**src/rtl/nes_palette_loader.sv**
```systemverilog
// Turns a streamed RGB888 NES palette file into 15-bit palette RAM writes.
// Tracks download completeness and ordering so the top level knows when the custom palette is usable.
module nes_palette_loader #(
    parameter logic [7:0]  PAL_INDEX = 8'd2,
    parameter int unsigned MIN_BYTES = 192
) (
    input  logic        clk,
    input  logic        reset,
    input  logic        ioctl_download,
    input  logic [7:0]  ioctl_index,
    input  logic        ioctl_wr,
    input  logic [24:0] ioctl_addr,
    input  logic [7:0]  ioctl_dout,
    output logic        ioctl_wait,
    output logic        load_color,
    output logic [14:0] load_color_data,
    output logic [5:0]  load_color_index,
    output logic        pal_valid,
    output logic        pal_error
);

    typedef enum logic [2:0] {
        StIdle,
        StGetR,
        StGetG,
        StGetB,
        StConvert,
        StWrite,
        StDrain
    } state_e;

    state_e      state_q, state_d;
    logic        active_q;
    logic [10:0] cnt_q, cnt_d;
    logic [5:0]  entry_q, entry_d;
    logic [7:0]  r_q, r_d, g_q, g_d, b_q, b_d;
    logic [14:0] data_q, data_d;
    logic [5:0]  index_q, index_d;
    logic        valid_q, valid_d;
    logic        error_q, error_d;
    logic        order_err_q, order_err_d;

    logic        active, rise, fall, strobe, addr_ok, complete;
    logic [10:0] cnt_inc;

    // Round to nearest 5-bit level; anything that would round up to 32 saturates at 31.
    function automatic logic [4:0] to5(input logic [7:0] c);
        logic [8:0] s;
        s = {1'b0, c} + 9'd4;
        return s[8] ? 5'd31 : s[7:3];
    endfunction

    assign active   = ioctl_download & (ioctl_index == PAL_INDEX);
    assign rise     = active & ~active_q;
    assign fall     = ~active & active_q;
    assign strobe   = active & ioctl_wr;
    assign addr_ok  = (ioctl_addr == {14'd0, cnt_q});
    assign cnt_inc  = (cnt_q == 11'h7FF) ? cnt_q : cnt_q + 11'd1;
    assign complete = (32'(cnt_q) >= MIN_BYTES) & ~order_err_q;

    always_comb begin
        state_d     = state_q;
        cnt_d       = cnt_q;
        entry_d     = entry_q;
        r_d         = r_q;
        g_d         = g_q;
        b_d         = b_q;
        data_d      = data_q;
        index_d     = index_q;
        valid_d     = valid_q;
        error_d     = error_q;
        order_err_d = order_err_q;

        unique case (state_q)
            StIdle: begin
                if (rise) begin
                    state_d     = StGetR;
                    cnt_d       = 11'd0;
                    entry_d     = 6'd0;
                    valid_d     = 1'b0;
                    error_d     = 1'b0;
                    order_err_d = 1'b0;
                end
            end
            StGetR, StGetG, StGetB: begin
                if (strobe) begin
                    cnt_d = cnt_inc;
                    if (!addr_ok) begin
                        order_err_d = 1'b1;
                        error_d     = 1'b1;
                        state_d     = StDrain;
                    end else if (state_q == StGetR) begin
                        r_d     = ioctl_dout;
                        state_d = StGetG;
                    end else if (state_q == StGetG) begin
                        g_d     = ioctl_dout;
                        state_d = StGetB;
                    end else begin
                        b_d     = ioctl_dout;
                        state_d = StConvert;
                    end
                end
            end
            StConvert: begin
                data_d  = {to5(b_q), to5(g_q), to5(r_q)};
                index_d = entry_q;
                state_d = StWrite;
                if (strobe) order_err_d = 1'b1;
            end
            StWrite: begin
                entry_d = entry_q + 6'd1;
                state_d = (entry_q == 6'd63) ? StDrain : StGetR;
                if (strobe) order_err_d = 1'b1;
            end
            StDrain: begin
                if (strobe) begin
                    cnt_d = cnt_inc;
                    if (!addr_ok) begin
                        order_err_d = 1'b1;
                        error_d     = 1'b1;
                    end
                end
            end
            default: state_d = StIdle;
        endcase

        // End of download wins over everything, including an in-flight write.
        if (fall && state_q != StIdle) begin
            state_d = StIdle;
            valid_d = complete;
            error_d = ~complete;
        end
    end

    always_ff @(posedge clk) begin
        if (reset) begin
            state_q     <= StIdle;
            active_q    <= 1'b0;
            cnt_q       <= 11'd0;
            entry_q     <= 6'd0;
            r_q         <= 8'd0;
            g_q         <= 8'd0;
            b_q         <= 8'd0;
            data_q      <= 15'd0;
            index_q     <= 6'd0;
            valid_q     <= 1'b0;
            error_q     <= 1'b0;
            order_err_q <= 1'b0;
        end else begin
            state_q     <= state_d;
            active_q    <= active;
            cnt_q       <= cnt_d;
            entry_q     <= entry_d;
            r_q         <= r_d;
            g_q         <= g_d;
            b_q         <= b_d;
            data_q      <= data_d;
            index_q     <= index_d;
            valid_q     <= valid_d;
            error_q     <= error_d;
            order_err_q <= order_err_d;
        end
    end

    assign ioctl_wait       = (state_q == StConvert) || (state_q == StWrite);
    assign load_color       = (state_q == StWrite);
    assign load_color_data  = data_q;
    assign load_color_index = index_q;
    assign pal_valid        = valid_q;
    assign pal_error        = error_q;

endmodule

```
**config.mk**
```make
export PLATFORM = sky130hd
export DESIGN_NAME = nes_palette_loader
export DESIGN_NICKNAME = d
export VERILOG_FILES = /design/src/rtl/nes_palette_loader.sv
export SDC_FILE = /design/constraint.sdc
export NUM_CORES = 1
export LEC_CHECK = 0
export BUFFER_PORTS_ARGS = -buffer_cell sky130_fd_sc_hd__buf_2
export CAP_MARGIN = 5
export CORE_MARGIN = 3
export CORE_UTILIZATION = 40
export CTS_BUF_LIST = sky130_fd_sc_hd__clkbuf_8 sky130_fd_sc_hd__clkbuf_16
export CTS_CLUSTER_DIAMETER = 80
export DETAILED_ROUTE_END_ITERATION = 8
export PLACE_DENSITY_LB_ADDON = 0.12
export SKIP_LAST_GASP = 1
export SYNTH_ARGS = -nofsm -noshare
export SYNTH_HDL_FRONTEND = slang
export SYNTH_SLANG_ARGS = --single-unit
```
**constraint.sdc**
```tcl
create_clock -name clk -period 5.45 [get_ports clk]
set_input_delay 0 -clock clk [delete_from_list [all_inputs] [get_ports clk]]
set_output_delay 0 -clock clk [all_outputs]
set_load 0.01 [all_outputs]
```
==> summary.txt <==
Timing
  • Worst slew margin: 31.7%
  • Fin Hold WS: 0.0514 ns
  • Final setup fails: 0
  • Final Hold Vio Count: 0
  • Fin Clk Skew: 0.0143 ns
  • Slew Viols, Final: 0
  • Part of the cycle the worst path needs: 47.7%
  • Max frequency: 385 MHz
  • Crit path time final: 2.60 ns
  • RSZ-0062 raised after global routing: false
  • Accumulated negative setup slack: 0 ns
  • Actual slew at the worst max-slew pin: 1.02 ns

Critical path
  • Crit path largest cell delay: 0.58 ns
  • Arrival @ worst endpoint: 2.86 ns
  • CP bufs+invs: 0
  • Critical path type: flip-flop to flip-flop
  • Critical path startpoint category: flip-flop
  • Crit-path most repeated cell: or4_1
  • CP Launch Point: state_q[0]
  • CP required: 5.71 ns
  • Delay-heaviest family, CP: simple AND/OR/NAND/NOR gates
  • Worst-path cell chain: or4_1 > or4_1 > o31a_1 > or4_1 > a21oi_1
  • Setup crit end kind: flip-flop
  • Critical Path Slowest Stage Cell: or4_1
  • Critical R2R Launch: state_q[0]
  • Crit path max fanout: 20

Clocking
  • Clock Latency Late Sink: 0.34 ns
  • Clk slew on worst S/H paths: 0.07 ns
  • Clock buffer count from CTS: 9
  • Root buffer cell: clkbuf_8
  • CTS Buffer Depth: 2
  • Htree depth: 3
  • Post-cts repair resize count: 0
  • CTS tree: yes
  • Hold buffers post-CTS: 6
  • Setup Buffers After CTS: 0
  • CTS sink cnt: 63

Synthesis
  • Synthesized flop and latch total: 63
  • Synth top area cells: dfxtp_1 (40%), a21oi_1 (6.9%), xnor2_1 (5.5%), nand3_1 (4.2%), o21ai_0 (3.9%)
  • Synth Area in Compound Gates: 20.3%
  • Post-synthesis sequential area ratio: 39.6%
  • Number of flops mapped to enable cells by yosys: 0
  • Cell taking the most area after synthesis: dfxtp_1
  • Post-synthesis xor/xnor area fraction: 6.33%
  • Mean Syn Cell Area: 8.02 um^2
  • Synth top area share: 39.6%
  • Synth Flop Type: dfxtp_1
  • Post-synthesis mux area share: 0.943%
  • Synthesized cell area: 3180 um^2
  • Yosys warns: 0
  • Combinational family with the most area after synthesis: simple AND/OR/NAND/NOR gates
  • Fraction of synthesis flops using an asynchronous set or reset pin: 0%
  • Count of cell types in the netlist: 40
  • Commonest cells post-synth: dfxtp_1 (63), a21oi_1 (44), nand2_1 (31), nor2_1 (28), nand3_1 (27)
  • Synth Instances: 397
  • Syn nets: 448
  • Simple-Gate Fraction of Synth Area: 26.7%
  • Most numerous cell in the Yosys netlist: dfxtp_1
  • Adder-Cell Fraction of Synth Area: 2.36%

Power
  • VDD IR max: 144 uV
  • Sequential Power Share: 48.5%
  • Int Pwr: 738 uW
  • Clock Power Share: 47.6%
  • NetSw: 212 uW
  • PwrDens: 246 nW/um^2
  • Gate power share: 3.9%
  • Switching part of the total: 22.3%
  • Leakage: 0.00139 uW

Floorplanning
  • I/O pin count: 70
  • Die H: 95.2 um
  • Core ar.: 7490 um^2
  • Row cnt: 31
  • Die area: 9060 um^2
  • Initial Util: 42.5%
  • Die width: 95.2 um

Outcome
  • Status: finished, final reports clean

Layout
  • Fill count: 746
  • # nets final: 512
  • Antenna cells: 0
  • Layout cells sized above 1: 19.1%
  • Final Cell Area: 3870 um^2
  • Footprint of the multi-input gates: 1820 um^2
  • Register area: 1260 um^2
  • Synthesis-to-layout area growth: 21.5%

Global routing
  • Global-route wire length before repair: 13.2 mm
  • GRT Residual Overflow: 0
  • Initial antenna violation count: 0
  • GRT Total Usage: 18.3%
  • Vias in the first global route: 2749
  • Largest net degree at the start of global routing: 56

Drt
  • Total Wirelength: 7.93 mm
  • Vias per cell: 5.50
  • Wire per inst: 14.0 um
  • Routed Antenna Nets: 0
  • Vias: 3109
  • DR iter-0 viols: 131
  • Initial DRT Pass Iterations: 4
  • DR DRC count: 0

Place
  • GPL Wtd Cong: 0.780
  • DP Area: 3580 um^2
  • Hpwl dp: 5.69 mm
  • PortBufs: 67

Worst hold path
  • Worst hold path class: input pin to flip-flop
  • Min-delay src: ioctl_wr

Run
  • Max_cap viols: 0
==> per-stage QoR <==
stage | std cells | setup slack (ns) | total power, uW | util [%]
after global placement | 543 | 2.91 | 505 | 47.9
after detailed placement | 543 | 2.90 | 505 | 47.9
after floorplan | 397 | 3.27 | 485 | -
after global routing | 565 | 2.74 | 979 | 51.6
final | 565 | 2.85 | 949 | 51.6
after CTS | 565 | 2.88 | 960 | 51.6
==> worst paths after layout <==
kind	cells past startpoint	slack, ns	end
max	5	2.85	cnt_q[9]
min	3	0.05	order_err_q
max reg2reg	5	2.85	cnt_q[9]
min reg2reg	2	0.45	load_color_data[13]
==> placed cells by master (no fill, tap or decap), types with 10 or more instances in the layout <==
cell type and instances:
buf_2 67, dfxtp_1 63, a21oi_1 44, nand2_1 31, nor2_1 28, nand3_1 27, o21ai_0 25, xnor2_1 20
a211oi_1 12, or3_1 12, nand4_1 12, inv_1 10, and3_1 10
==> power by group through the flow <==
stage / Combinational [uW] / Clock, uW / Sequential (uW)
floorplan: 14.6 / 0 / 471
global placement: 33.7 / 0 / 471
detailed placement: 34.2 / 0 / 471
CTS: 37.6 / 462 / 460
global route: 40.7 / 479 / 460
finish: 37.4 / 452 / 460
==> kinds of logic (layout without fill, tap and decap cells) <==
| family | Yosys count | in the layout |
|---|---|---|
| fa+ha+maj | 6 | 6 |
| mux | 3 | 3 |
| compound gates | 109 | 109 |
| simple gates | 162 | 162 |
| flops | 63 | 63 |
| xor+xnor | 23 | 23 |
| buf+inv | 31 | 100 |
==> flip-flops by register name (all words and copies together) (netlist names), 3 cells and up <==
| register | count |
|---|---|
| load_color_index | 6 |
| b_q | 6 |
| entry_q | 6 |
| load_color_data | 15 |
| g_q | 6 |
| state_q | 3 |
| cnt_q | 11 |
| r_q | 6 |
==> metal layers <==
metal  global-route usage (%)  wire [um]
met5                        0          0
met4                     7.09         86
met3                     3.00        428
met2                     28.2       3560
met1                     25.4       3860
==> area by class of cell <==
class / count / area share, %
multi-input cells: 303 / 47.0
flip-flops and latches: 63 / 32.6
repair buffers: 75 / 10.6
clock buffers: 9 / 3.20
well taps: 99 / 3.20
clock inverters: 7 / 2.52
inverters: 9 / 0.874
==> worst reg2reg max path, cell delays in order (launching register included) <==
cell     delay (ns)
dfxtp_1        0.52
or4_1          0.58
or4_1          0.54
o31a_1         0.25
or4_1          0.49
a21oi_1        0.15
Power figures use the tool's default switching activity.
